===== src/rtl/mmul_seq_ctrl.sv =====
`default_nettype none
// ============================================================================
// Module      : mmul_seq_ctrl
// Description : Job sequencer for the 3x3 matrix-multiply datapath
//               (mem_bank + matrix_multiplier). For each job it clears the
//               matrix memory, then accepts 9 W words and 9 X words from a
//               valid/ready stream and generates their row-major write
//               addresses. It then steps the MACs through the nine output
//               elements C[i][j] and offers each one on a result handshake.
//               Operand data goes straight from the stream into mem_bank;
//               this block drives only addresses, strobes and control.
// Ports       : clk, rst               - clock, synchronous active-high reset
//               start                  - begin a job (sampled only in IDLE)
//               in_valid / in_ready    - operand stream handshake
//               clear_mem              - one-cycle memory clear pulse
//               we_w, we_x             - bank write strobes
//               row_w, col_w           - W address (compute: row_w = i)
//               row_x, col_x           - X address (compute: col_x = j)
//               clear_mac, ld_mac      - MAC accumulator clear / load
//               res_valid / res_ready  - result handshake, index res_row/res_col
//               busy, done             - activity flag, completion pulse
// Revision    : 1.0 - initial release
// ============================================================================
module mmul_seq_ctrl #(
    parameter int N       = 3,
    parameter int AW      = 2,
    parameter int MAC_LAT = 2
) (
    input  logic          clk,
    input  logic          rst,
    input  logic          start,
    input  logic          in_valid,
    output logic          in_ready,
    output logic          clear_mem,
    output logic          we_w,
    output logic          we_x,
    output logic [AW-1:0] row_w,
    output logic [AW-1:0] col_w,
    output logic [AW-1:0] row_x,
    output logic [AW-1:0] col_x,
    output logic          clear_mac,
    output logic          ld_mac,
    output logic          res_valid,
    input  logic          res_ready,
    output logic [AW-1:0] res_row,
    output logic [AW-1:0] res_col,
    output logic          busy,
    output logic          done
);

    localparam logic [3:0] S_IDLE   = 4'd0;
    localparam logic [3:0] S_CLEAR  = 4'd1;
    localparam logic [3:0] S_LOAD_W = 4'd2;
    localparam logic [3:0] S_LOAD_X = 4'd3;
    localparam logic [3:0] S_M_CLR  = 4'd4;
    localparam logic [3:0] S_M_LD   = 4'd5;
    localparam logic [3:0] S_M_WAIT = 4'd6;
    localparam logic [3:0] S_M_OUT  = 4'd7;
    localparam logic [3:0] S_DONE   = 4'd8;

    localparam logic [AW-1:0] c_LAST      = AW'(N - 1);
    localparam logic [AW-1:0] c_ONE       = AW'(1);
    // M_LD itself is the first latency cycle, so only MAC_LAT-1 wait cycles remain.
    localparam logic [2:0]    c_WAIT_INIT = 3'(MAC_LAT - 1);
    localparam logic [2:0]    c_WAIT_ONE  = 3'd1;

    logic [3:0]    r_state;
    logic [AW-1:0] r_lrow;   // load row counter
    logic [AW-1:0] r_lcol;   // load column counter
    logic [AW-1:0] r_i;      // output element row
    logic [AW-1:0] r_j;      // output element column
    logic [2:0]    r_wait;

    logic w_load_w;
    logic w_load_x;
    logic w_compute;

    assign w_load_w  = (r_state == S_LOAD_W);
    assign w_load_x  = (r_state == S_LOAD_X);
    assign w_compute = (r_state == S_M_CLR) || (r_state == S_M_LD) ||
                       (r_state == S_M_WAIT) || (r_state == S_M_OUT);

    // Strobes decode directly from the state register, so at most one is
    // ever active; write strobes follow in_valid so a word lands the same cycle.
    assign in_ready  = w_load_w || w_load_x;
    assign we_w      = w_load_w && in_valid;
    assign we_x      = w_load_x && in_valid;
    assign clear_mem = (r_state == S_CLEAR);
    assign clear_mac = (r_state == S_M_CLR);
    assign ld_mac    = (r_state == S_M_LD);
    assign res_valid = (r_state == S_M_OUT);
    assign busy      = (r_state != S_IDLE);
    assign done      = (r_state == S_DONE);

    assign row_w   = w_load_w ? r_lrow : (w_compute ? r_i : '0);
    assign col_w   = w_load_w ? r_lcol : '0;
    assign row_x   = w_load_x ? r_lrow : '0;
    assign col_x   = w_load_x ? r_lcol : (w_compute ? r_j : '0);
    assign res_row = r_i;
    assign res_col = r_j;

    always_ff @(posedge clk) begin
        if (rst) begin
            r_state <= S_IDLE;
            r_lrow  <= '0;
            r_lcol  <= '0;
            r_i     <= '0;
            r_j     <= '0;
            r_wait  <= '0;
        end else begin
            case (r_state)
                S_IDLE: begin
                    if (start) r_state <= S_CLEAR;
                end
                S_CLEAR: begin
                    r_lrow  <= '0;
                    r_lcol  <= '0;
                    r_i     <= '0;
                    r_j     <= '0;
                    r_state <= S_LOAD_W;
                end
                S_LOAD_W, S_LOAD_X: begin
                    // in_ready is high in both load states, so in_valid is the handshake.
                    if (in_valid) begin
                        if (r_lcol == c_LAST) begin
                            r_lcol <= '0;
                            if (r_lrow == c_LAST) begin
                                r_lrow  <= '0;
                                r_state <= w_load_w ? S_LOAD_X : S_M_CLR;
                            end else begin
                                r_lrow <= r_lrow + c_ONE;
                            end
                        end else begin
                            r_lcol <= r_lcol + c_ONE;
                        end
                    end
                end
                S_M_CLR: begin
                    r_state <= S_M_LD;
                end
                S_M_LD: begin
                    r_wait  <= c_WAIT_INIT;
                    r_state <= (c_WAIT_INIT == 3'd0) ? S_M_OUT : S_M_WAIT;
                end
                S_M_WAIT: begin
                    r_wait <= r_wait - c_WAIT_ONE;
                    if (r_wait <= c_WAIT_ONE) r_state <= S_M_OUT;
                end
                S_M_OUT: begin
                    if (res_ready) begin
                        if (r_j == c_LAST) begin
                            r_j <= '0;
                            if (r_i == c_LAST) begin
                                r_i     <= '0;
                                r_state <= S_DONE;
                            end else begin
                                r_i     <= r_i + c_ONE;
                                r_state <= S_M_CLR;
                            end
                        end else begin
                            r_j     <= r_j + c_ONE;
                            r_state <= S_M_CLR;
                        end
                    end
                end
                S_DONE: begin
                    r_state <= S_IDLE;
                end
                default: begin
                    r_state <= S_IDLE;
                end
            endcase
        end
    end

endmodule
`default_nettype wire


===== config.mk =====
export PLATFORM = sky130hd
export DESIGN_NAME = mmul_seq_ctrl
export DESIGN_NICKNAME = d
export VERILOG_FILES = /design/src/rtl/mmul_seq_ctrl.sv
export SDC_FILE = /design/constraint.sdc
export NUM_CORES = 1
export LEC_CHECK = 0
export ABC_AREA = 0
export CORE_ASPECT_RATIO = 0.8
export CORE_MARGIN = 8
export CORE_UTILIZATION = 45
export DETAILED_ROUTE_END_ITERATION = 6
export PLACE_DENSITY = 0.74
export REMOVE_ABC_BUFFERS = 1
export SLEW_MARGIN = 10
export SYNTH_ARGS = -nofsm -noshare
export SYNTH_HDL_FRONTEND = slang
export SYNTH_SLANG_ARGS = --single-unit

===== constraint.sdc =====
create_clock -name clk -period 4.1 [get_ports clk]
set_input_delay 0.615 -clock clk [delete_from_list [all_inputs] [get_ports clk]]
set_output_delay 0.615 -clock clk [all_outputs]
set_load 0.02 [all_outputs]

# Word-level counts from Yosys, hierarchy flattened
# Index checks and enable logic that the tools add are counted.
[totals] output_inout_bits=21 latch_bits=0 n_memories=0 regBits=15 mem_bits_rw=0 word_cells=79 inputBits=5 mem_bits_ro=0
[classes] shift=0 div=0 mul=0 add_sub_neg=5 magnitude_cmp=1 n_reduce_logical=17 muxes=31 bitwise=0 eq_ne=19
[ops] operator="$mux 2" count=16
[ops] operator="$mux 4" count=8
[ops] operator="$pmux 4 s7" count=1
[ops] operator="$eq 4x3->1 const B" count=4
[ops] operator="$pmux 2 s2" count=4
[ops] operator="$add 2x1->2 const B" count=4
[ops] operator="$eq 2x2->1 const B" count=4
[ops] operator="$eq 4x2->1 const B" count=2
[ops] operator="$ne 2x2->1 const B" count=4
[ops] operator="$ne 2x1->1 const B" count=3
[ops] operator="$pmux 3 s2" count=1
[ops] operator="$reduce_and 3->1" count=2
[ops] operator="$reduce_and 6->1" count=1
[ops] operator="$reduce_bool 2->1" count=3
[ops] operator="$eq 4x1->1 const B" count=1
[ops] operator="$eq 4x4->1 const B" count=1
[ops] operator="$logic_not 4->1" count=1
[ops] operator="$logic_or 1x1->1" count=4
[ops] operator="$reduce_and 2->1" count=2
[ops] operator="$reduce_bool 4->1" count=1
[ops] operator="$le 3x1->1 const B" count=1
[ops] operator="$mux 3" count=1
[ops] operator="$sub 3x1->3 const B" count=1
[ops] operator="$logic_and 1x1->1" count=2
[ops] operator="$reduce_or 2->1" count=1

# Logic depth before layout (Yosys ltp)
# Gate-level depths: netlist (run 1).
[logic_depth] ltp_word=6 ltp_mapped=6 depth_no_buf=6

# Worst setup path before layout (run 1)
# Ideal clock, no wire load.
[synth_path] path_type="reg2out" start="reg r_state[0]" end="out done" path_slack_ns=2.076 arrival_ns=1.409 n_path_buf=2 path_stages_with_launch=4 t_required_ns=3.485 cell_sequence="dfxtp_1 -> clkbuf_8 -> clkbuf_1 -> nor4b_1"
[synth_between] elab_chain_len=1
[synth_rtl] element="from (decl)" line="67" text="logic [3:0] r_state;"
[synth_rtl] element="from (signal assigned)" line="129" text="r_state <= w_load_w ? S_LOAD_X : S_M_CLR;"
[synth_rtl] element="from (signal assigned)" line="143" text="r_state <= (c_WAIT_INIT == 3'd0) ? S_M_OUT : S_M_WAIT;"
[synth_rtl] element="$eq 4x4->1" line="93" text="assign done = (r_state == S_DONE);"
[synth_rtl] element="to (decl)" line="48" text="output logic done"
# No other way between the ends.

# Worst setup path in the final report (run 1)
[layout_path] start="reg r_state[1]" end="out row_w[0]"
[layout_between] elab_chain_len=6 elab_cells_between_ends=10 cone_classes="5 x eq/ne; 2 x mux; 3 x reduce/logical"
[layout_rtl] element="$eq 4x3->1" line="80" text="assign w_compute = (r_state == S_M_CLR) || (r_state == S_M_LD) ||"
[layout_rtl] element="$logic_or 1x1->1 (2 in a row)" line="80"
[layout_rtl] element="$logic_or 1x1->1" line="81" text="(r_state == S_M_WAIT) || (r_state == S_M_OUT);"
[layout_rtl] element="$mux 2" line="95" text="assign row_w = w_load_w ? r_lrow : (w_compute ? r_i : '0);"
[layout_rtl] element="$mux 2 *" line="95"
[layout_rtl] element="to (decl)" line="37" text="output logic [AW-1:0] row_w,"
# Mark *: on every way between the ends. The rest lies on a longest branch, timed or not.

==> results of run 1 <==
-- through the flow --
step	worst slack (ns)	total power [µW]	area (µm²)	cells
4_1_cts	1.073	544.6	1299	172
6_report	1.076	540.9	1299	172
2_1_floorplan	1.919	368.6	989.7	118
3_5_place_dp	1.401	456.1	1271	168
5_1_grt	0.9059	579.2	1299	172
3_3_place_gp	1.425	449.9	1271	168
-- flip-flops by register name (all words and copies together), names as in the netlist --
name / flops
r_lrow: 2
res_col: 2
r_state: 4
r_wait: 3
r_lcol: 2
res_row: 2
-- cells in the final DEF, fill, tap and decap left out, drive strengths merged, types with 3 or more instances in the layout --
cell type	count
a21oi	16
and2	3
and2b	3
and3	4
clkbuf	3
clkdlybuf4s50	25
dfxtp	15
inv	5
nand2	9
nand3	4
nor2	9
nor2b	3
nor3	4
o21ai	4
or3	5
-- power by group through the flow --
stage	clock (µW)	sequential [µW]	combinational (µW)
after detailed placement	0	212	244
after floorplan	0	197	171
after global placement	0	211	238
final	86.7	210	245
after global routing	97.9	215	266
after CTS	91.3	208	245
-- cell families after synthesis --
| logic type | after synthesis | share of synthesized area [%] |
|---|---|---|
| fa+ha+maj | 2 | 2.381 |
| compound gates | 35 | 24.05 |
| buf+inv | 12 | 7.619 |
| xor+xnor | 1 | 0.8335 |
| simple gates | 60 | 36.55 |
| flops | 15 | 28.57 |
-- layout make-up --
cell class	count	share of cell area, %
Inverter	5	1.445
Clock buffer	3	1.734
Clock inverter	1	0.3854
Sequential cell	15	23.12
Multi-Input combinational cell	98	51.64
Timing Repair Buffer	25	19.27
Tap cell	25	2.408
-- per-layer routing --
| metal | share of wire, % | routed length [µm] |
|---|---|---|
| met1 | 47 | 1268 |
| met2 | 47 | 1255 |
| met3 | 5.5 | 149 |
| met4 | 0.45 | 12 |
| met5 | 0 | 0 |
-- how the worst max path moves through the flow --
stage	from	end	slack, ns	cells after the start
6_report	r_state[1]	row_w[0]	1.08	4
2_1_floorplan	r_state[1]	row_w[0]	1.92	3
3_5_place_dp	in_valid	we_w	1.40	4
4_1_cts	r_state[0]	clear_mem	1.07	2
3_3_place_gp	in_valid	we_w	1.43	4
5_1_grt	r_state[1]	row_w[0]	0.91	4
-- critical path, delay by kind of cell (launching register included) --
family	cells	cell delay, ns
buf+inv	1	0.60
compound gates	1	0.16
simple gates	2	0.70
flops	1	0.65
==> flow_results.org, run 1 <==
** Hold path
- Hold Crit Endpoint :: r_wait[2]
- The startpoint identified for the worst hold timing path is r_wait[2].
- In this run the worst hold path is classified as reg -> reg.
- Number of cells on the worst hold path :: 2

** GRT
- Wire length of the first global-routing pass :: 4367 µm
- The via count of the first global-routing pass is 909.
- Antenna violations before repair :: 0
- Global Route Usage Sum :: 12.81%
- For met1 alone, demand over resource in global routing was 15.38%.
- Entering global routing, the biggest net connects 21 pins.
- Overall overflow remaining after global route :: 0
- In this run the most used layer during global routing was met2.
- For met3 alone, demand over resource in global routing was 5.360%.
- For met2 alone, demand over resource in global routing was 20.55%.

** Yosys
- Synth warn :: 0
- The number of different library cells used by synthesis comes to 46.
- Post-Syn Instances :: 125
- Counting flops and latches in the post-synthesis netlist gives 15.
- Of all flip-flops after synthesis, the portion carrying an async set or reset was 0%.
- Cell type with the highest aggregate area in the netlist :: sky130_fd_sc_hd__dfxtp_1
- The most common cell in the synthesized netlist is sky130_fd_sc_hd__a21oi_1.
- Ranked by total cell area, the synthesized netlist is headed by sky130_fd_sc_hd__dfxtp_1 29%, sky130_fd_sc_hd__a21oi_1 7.6%, sky130_fd_sc_hd__nand2_1 3.2%.
- Summing the sequential cell areas from Yosys gives 28.57% of the chip area.
- Netlist Area Pre-Place :: 1051 µm²
- For this run, the leading register cell type out of synthesis is sky130_fd_sc_hd__dfxtp_1.
- Counting flops with a built-in enable in the synthesized netlist gives 0.
- In the synthesized netlist, the cells that appear most often are 16 x sky130_fd_sc_hd__a21oi_1, 15 x sky130_fd_sc_hd__dfxtp_1, 9 x sky130_fd_sc_hd__nand2_1, 9 x sky130_fd_sc_hd__nor2_1, 5 x sky130_fd_sc_hd__inv_1.
- Mean area per synthesized cell :: 8.408 µm²
- The share of synthesized area in the top cell type comes to 28.57%.

** Pwr
- The clock network burns 16.0% of the power.
- Pint :: 312.6 µW
- VDD sags by at most 326.8 µV.
- Of the total power, combinational logic draws 45.2%.
- Leakage power of the design :: 0.0004428 µW
- PwrDens :: 416.5 nW/µm²
- NetSw :: 228.3 µW
- Sequential cells account for 38.7% of the total power.
- Switching part of the total :: 42.21%

** Worst setup path
- Critical path endpoint category :: output port
- Reg2Reg Launch Point :: r_state[1]
- The critical path goes through nor3b_2 -> nor2b_1 -> a22o_1 -> clkdlybuf4s50_1.
- The worst register-to-register path ends at r_state[2].
- On the critical path, the stage with the largest delay is an instance of sky130_fd_sc_hd__dfxtp_1.
- Highest cell delay on the worst timing path :: 0.65 ns
- Path depth of the worst reg2reg path :: 4
- Along the worst path, the maximum fanout reaches 14.
- STA classifies the critical path startpoint as a flop.
- Critical path arrival :: 2.41 ns
- Slack of the worst reg-to-reg path :: 2.12 ns
- The worst setup path is of the reg -> out kind.
- Endpoint required time on the critical path :: 3.48 ns

** Die
- 26 I/O pins were placed.
- Placement Rows :: 15
- Width of the die :: 70.03 µm
- Die height :: 59.23 µm
- The die covers 4148 µm².
- Starting density of the core :: 48.28%
- The floorplan step defined a core boundary enclosing 2177 µm².

** Route
- Antenna violation net count after detailed routing :: 0
- For this run, the detailed router's first-pass iteration total came to 4.
- Vias per std cell :: 5.907
- In the final routed layout, each cell accounts on average for 15.62 µm.
- In the routed design, unresolved DRC markers number 0.
- For this block, the initial DRC count from the detailed router was 94.
- Detailed routing inserted a total of 1016 vias.
- Wires add up to 2686 µm.

** STA
- Fin crit share :: 73.76%
- Setup tns final :: 0 ns
- Headroom to the max-slew limit came out at 55.89%.
- Final count of pins violating max slew :: 0
- The count of endpoints failing hold in the final timing report was 0.
- Fin Hold WS :: 0.5134 ns
- Final min period :: 3.024 ns
- Final clock skew :: 0.004739 ns
- Worst-margin pin slew :: 0.6608 ns
- Setup repair after global routing left no endpoint under its margin.
- Fmax :: 0.3307 GHz
- Number of endpoints failing setup at the final stage :: 0

** Clocking
- CTS-repair resized insts :: 0
- After clock tree synthesis, the clock-pin slew on the worst setup and hold paths is 0.09 ns.
- The clock passes through at most 2 buffers.
- Once the clock tree was built, the setup fixing pass inserted 0 buffers.
- Total clock sinks :: 15
- Maximum level of the CTS H-tree :: 1
- Clock root buffer :: sky130_fd_sc_hd__clkbuf_4
- For the worst-skew pair, the clock arrives at the later sink with an insertion delay of 0.29 ns.
- Clock tree from TritonCTS :: done
- Inserted Clock Buffers :: 3
- Count of hold-fix buffers inserted at cts :: 0

** Job
- Max-cap violations :: 0

** Place
- The congestion estimate from routability-driven global placement came to 0.7875.
- After legalization and detailed placement, the total HPWL measured 1965 µm.
- Count of buffers inserted at the top-level ports :: 25

** Layout
- From synthesis to final layout, the design area changed by 23.57%.
- Share of final-layout standard cells stronger than drive strength 1 :: 10.88%
- Diodes inserted :: 0
- The filler cells instantiated in the layout total 199.
- Post-layout net count :: 155
- Registers take 300.3 µm².
- Cells fill 59.66% of the core in the end.
- The multi-input combinational cells in the finished layout cover a total of 670.6 µm².

** Outcome
- The flow ran to the end, and the final reports show no timing, DRC or antenna violations.
Note: power is estimated with default switching activity, not from simulation.
==> run 2, diff against run 1 <==
==> constraint.sdc (replaced) <==
create_clock -name clk -period 3 [get_ports clk]
set_input_delay 0.45 -clock clk [delete_from_list [all_inputs] [get_ports clk]]
set_output_delay 0.45 -clock clk [all_outputs]
set_load 0.02 [all_outputs]
==> run 2 against run 1 <==
Against the previous run:
- power grew 42%
- first-iteration DRC count shrank 22%
- worst setup slack lost 0.77 ns
- count of clock-buffer cells in the layout is the same
- combinational power grew 58%
- worst hold slack gained 0.015 ns
- critical path type unchanged
- highest routed layer is now met3
==> flow_results.org, run 2 (synthesis results as in run 1) <==
** Worst setup path
- The cell depth of the worst flop-to-flop path is 4 (unchanged).
- The category of the worst setup path launch point was a flop (unchanged).
- The required time at the endpoint of the critical path was 2.55 ns (was 3.48 ns).
- First element of the critical path :: r_state[2] (was r_state[1])
- Reg2Reg Launch Point :: r_state[3] (was r_state[1])
- Critical path arrival :: 2.24 ns (was 2.41 ns)
- The master of the slowest instance on the critical path was sky130_fd_sc_hd__clkdlybuf4s50_1 (was sky130_fd_sc_hd__dfxtp_1).
- The type of the worst setup path is reg -> out (unchanged).
- The kind of capture point of the worst setup path is an output port (unchanged).
- Maximum fanout along the worst path :: 15 (was 14)
- Critical-path cell list: nor3b_2 -> nor2b_1 -> a22o_1 -> clkdlybuf4s50_1 (unchanged).
- Highest cell delay on the worst timing path :: 0.61 ns (was 0.65 ns)
- Capturing point of the worst reg2reg path :: r_state[2] (unchanged)
- The slack of the worst reg-to-reg path came to 1.22 ns (was 2.12 ns).

** Clocking
- Buffer levels on the longest clock path :: 2 (unchanged)
- The post-CTS setup buffer count is 0 (unchanged).
- Clock root buffer :: sky130_fd_sc_hd__clkbuf_4 (unchanged)
- Inserted Clock Buffers :: 3 (unchanged)
- The TritonCTS clock tree was done (unchanged).
- Total clock sinks :: 15 (unchanged)
- The number of buffers inserted by hold repair at cts came to 0 (unchanged).
- Maximum level of the CTS H-tree :: 1 (unchanged)
- The post-cts resize count was 0 (unchanged).
- The clock-pin slew of the registers on the worst-case setup and hold paths came to 0.10 ns (was 0.09 ns).
- Clock latency at the later pin of the worst-skew pair :: 0.29 ns (about the same)

** Route
- Post-detailed-routing wire length :: 2725 µm (was 2686 µm)
- The via-per-instance ratio was 5.852 (was 5.907).
- Overall via count from detail_route :: 1030 (was 1016)
- The post-detailed-route wirelength per cell is 15.48 µm (was 15.62 µm).
- DR iter-0 viols :: 73 (was 94)
- Pre-antenna DRT Iters :: 4 (unchanged)
- The remaining number of nets flagged by the antenna check after routing is 0 (unchanged).
- The number of design rule violations left after detail routing is 0 (unchanged).

** Outcome
- Result of the run: completed (unchanged).

** STA
- Hold violation count in the final report :: 0 (unchanged)
- The final setup skew is 0.004483 ns (was 0.004739 ns).
- Number of endpoints failing setup at the final stage :: 0 (unchanged)
- RSZ-0062 raised after global routing: no (unchanged).
- The relative slew slack came to 68.57% (was 55.89%).
- The count of pins over their slew limit was 0 (unchanged).
- The worst path setup slack after routing was 0.3095 ns (was 1.076 ns).
- After layout, the minimum clock period comes to 2.690 ns.
- Worst-margin pin slew :: 0.4708 ns (was 0.6608 ns)
- Fin crit share :: 89.68%
- For this run, the top clock speed supported by timing is 0.3717 GHz.
- The setup TNS came to 0 ns (unchanged).
- The worst hold slack is 0.5284 ns (was 0.5134 ns).

** GRT
- Pin count of the biggest net entering global routing :: 16 (was 21)
- Overall overflow remaining after global route :: 0 (unchanged)
- The global-route wire length before repair was 4795 µm (was 4367 µm).
- Global Route Usage Sum :: 13.91% (was 12.81%)
- Vias in the first global route :: 964 (was 909)
- Antenna violations before repair :: 0 (unchanged)

** Layout
- The number of flip-flops in the largest register was 4 (unchanged).
- Diodes inserted :: 0 (unchanged)
- The post-synthesis to final-layout area growth is 26.43% (was 23.57%).
- The most frequent standard cell in the layout excluding fill and tap cells is sky130_fd_sc_hd__clkdlybuf4s50_1 (unchanged).
- Largest regs: r_state (4), r_wait (3) (unchanged).
- Share of final-layout standard cells stronger than drive strength 1 :: 13.25% (was 10.88%)
- Commonest cells after routing, fill and taps aside: 25 x sky130_fd_sc_hd__clkdlybuf4s50_1, 16 x sky130_fd_sc_hd__a21oi_1, 15 x sky130_fd_sc_hd__dfxtp_1 (unchanged).
- The most flop-heavy register was r_state (unchanged).
- The layout net count came to 159 (was 155).
- The final-layout fill cell count is 209 (was 199).

** Place
- DP Worst Slack :: 0.6353 ns (was 1.401 ns)
- The number of I/O port buffers is 25 (unchanged).
- Gp weighted congestion :: 0.8320 (was 0.7875)
- Post-DP HPWL :: 2088 µm (was 1965 µm)

** Pwr
- Highest ir drop seen on vdd :: 485.3 µV (was 326.8 µV)
- PwrDens :: 577.4 nW/µm² (was 416.5 nW/µm²)
- Leakage power of the design :: 0.0004631 µW (was 0.0004428 µW)

** Die
- Width of the die :: 70.03 µm (unchanged)
- The area of the core came to 2177 µm² (unchanged).
- Placement Rows :: 15 (unchanged)
- Die height :: 59.23 µm (unchanged)
- The number of top-level pins is 26 (unchanged).
- The starting utilization of the core area came to 48.28% (unchanged).
- The overall die area was 4148 µm² (unchanged).

** Hold path
- Hold Crit Endpoint :: r_lrow[1] (was r_wait[2])
- The launch instance of the worst min-delay path is r_lrow[1] (was r_wait[2]).
- The class of the worst hold path is reg -> reg (unchanged).
- Number of cells on the worst hold path :: 2 (unchanged)

** Job
- Max-cap violations :: 0 (unchanged)
run 2: cell types whose count changed in the layout (fill, tap and decap cells not counted):
cell / change
sky130_fd_sc_hd__buf_4: +4
run 2: worst max path at each step:
stage                to  slack (ns)  depth (start not counted)
2_1_floorplan  row_w[0]        0.98                          3
3_3_place_gp       we_w        0.67                          4
3_5_place_dp       we_w        0.64                          4
4_1_cts        row_w[1]        0.32                          4
5_1_grt        row_w[1]        0.13                          4
6_report       row_w[1]        0.31                          4
run 2: per-stage QoR:
| stage | std cells | total power (µW) | area (µm²) | util [%] |
|---|---|---|---|---|
| floorplan | 118 | 503.7 | 989.7 | - |
| global placement | 172 | 640.5 | 1301 | 59.77 |
| detailed placement | 172 | 648.3 | 1301 | 59.77 |
| CTS | 176 | 772.2 | 1329 | 61.03 |
| global route | 176 | 829.3 | 1329 | 61.03 |
| finish | 176 | 767.3 | 1329 | 61.03 |
run 2: cell type report:
class                      instances  area, µm²  area share (%)
clock buffer                       3      22.52           1.695
clock inverter                     1      5.005          0.3766
inverter                           5      18.77           1.412
multi-input combinational         98      670.6           50.47
sequential                        15      300.3           22.60
tap                               25      31.28           2.354
timing repair buffer              29      280.3           21.09
run 2: layer usage:
layer	part of all wire [%]	vias up	GRT usage [%]
li1	-	511	-
met1	46	490	17.61
met2	47	29	20.94
met3	7.3	0	5.695
met4	0	0	4.286
met5	0	-	0
run 2: worst max-delay path: cells and delay by family, from the launching register on:
family | cells | cell delay (ns)
simple gates | 2 | 0.71
flops | 1 | 0.46
compound gates | 1 | 0.17
buf+inv | 1 | 0.61
run 2: report_power, final:
| group | switching, µW | internal (µW) | leakage (µW) |
|---|---|---|---|
| registers | 37.6 | 219 | 0.000122 |
| logic | 209 | 179 | 0.000324 |
| clock network | 72.7 | 49.7 | 0.0000177 |
| total | 320 | 448 | 0.000463 |
==> run 3, diff against run 2 <==
--- a/config.mk
+++ b/config.mk
@@ -10,6 +10,7 @@
 export CORE_MARGIN = 8
 export CORE_UTILIZATION = 45
 export DETAILED_ROUTE_END_ITERATION = 6
+export GPL_ROUTABILITY_DRIVEN = 0
 export PLACE_DENSITY = 0.74
 export REMOVE_ABC_BUFFERS = 1
 export SLEW_MARGIN = 10
==> results of run 3 <==
The final DEF is identical to that of run 2; final timing and power are the same.
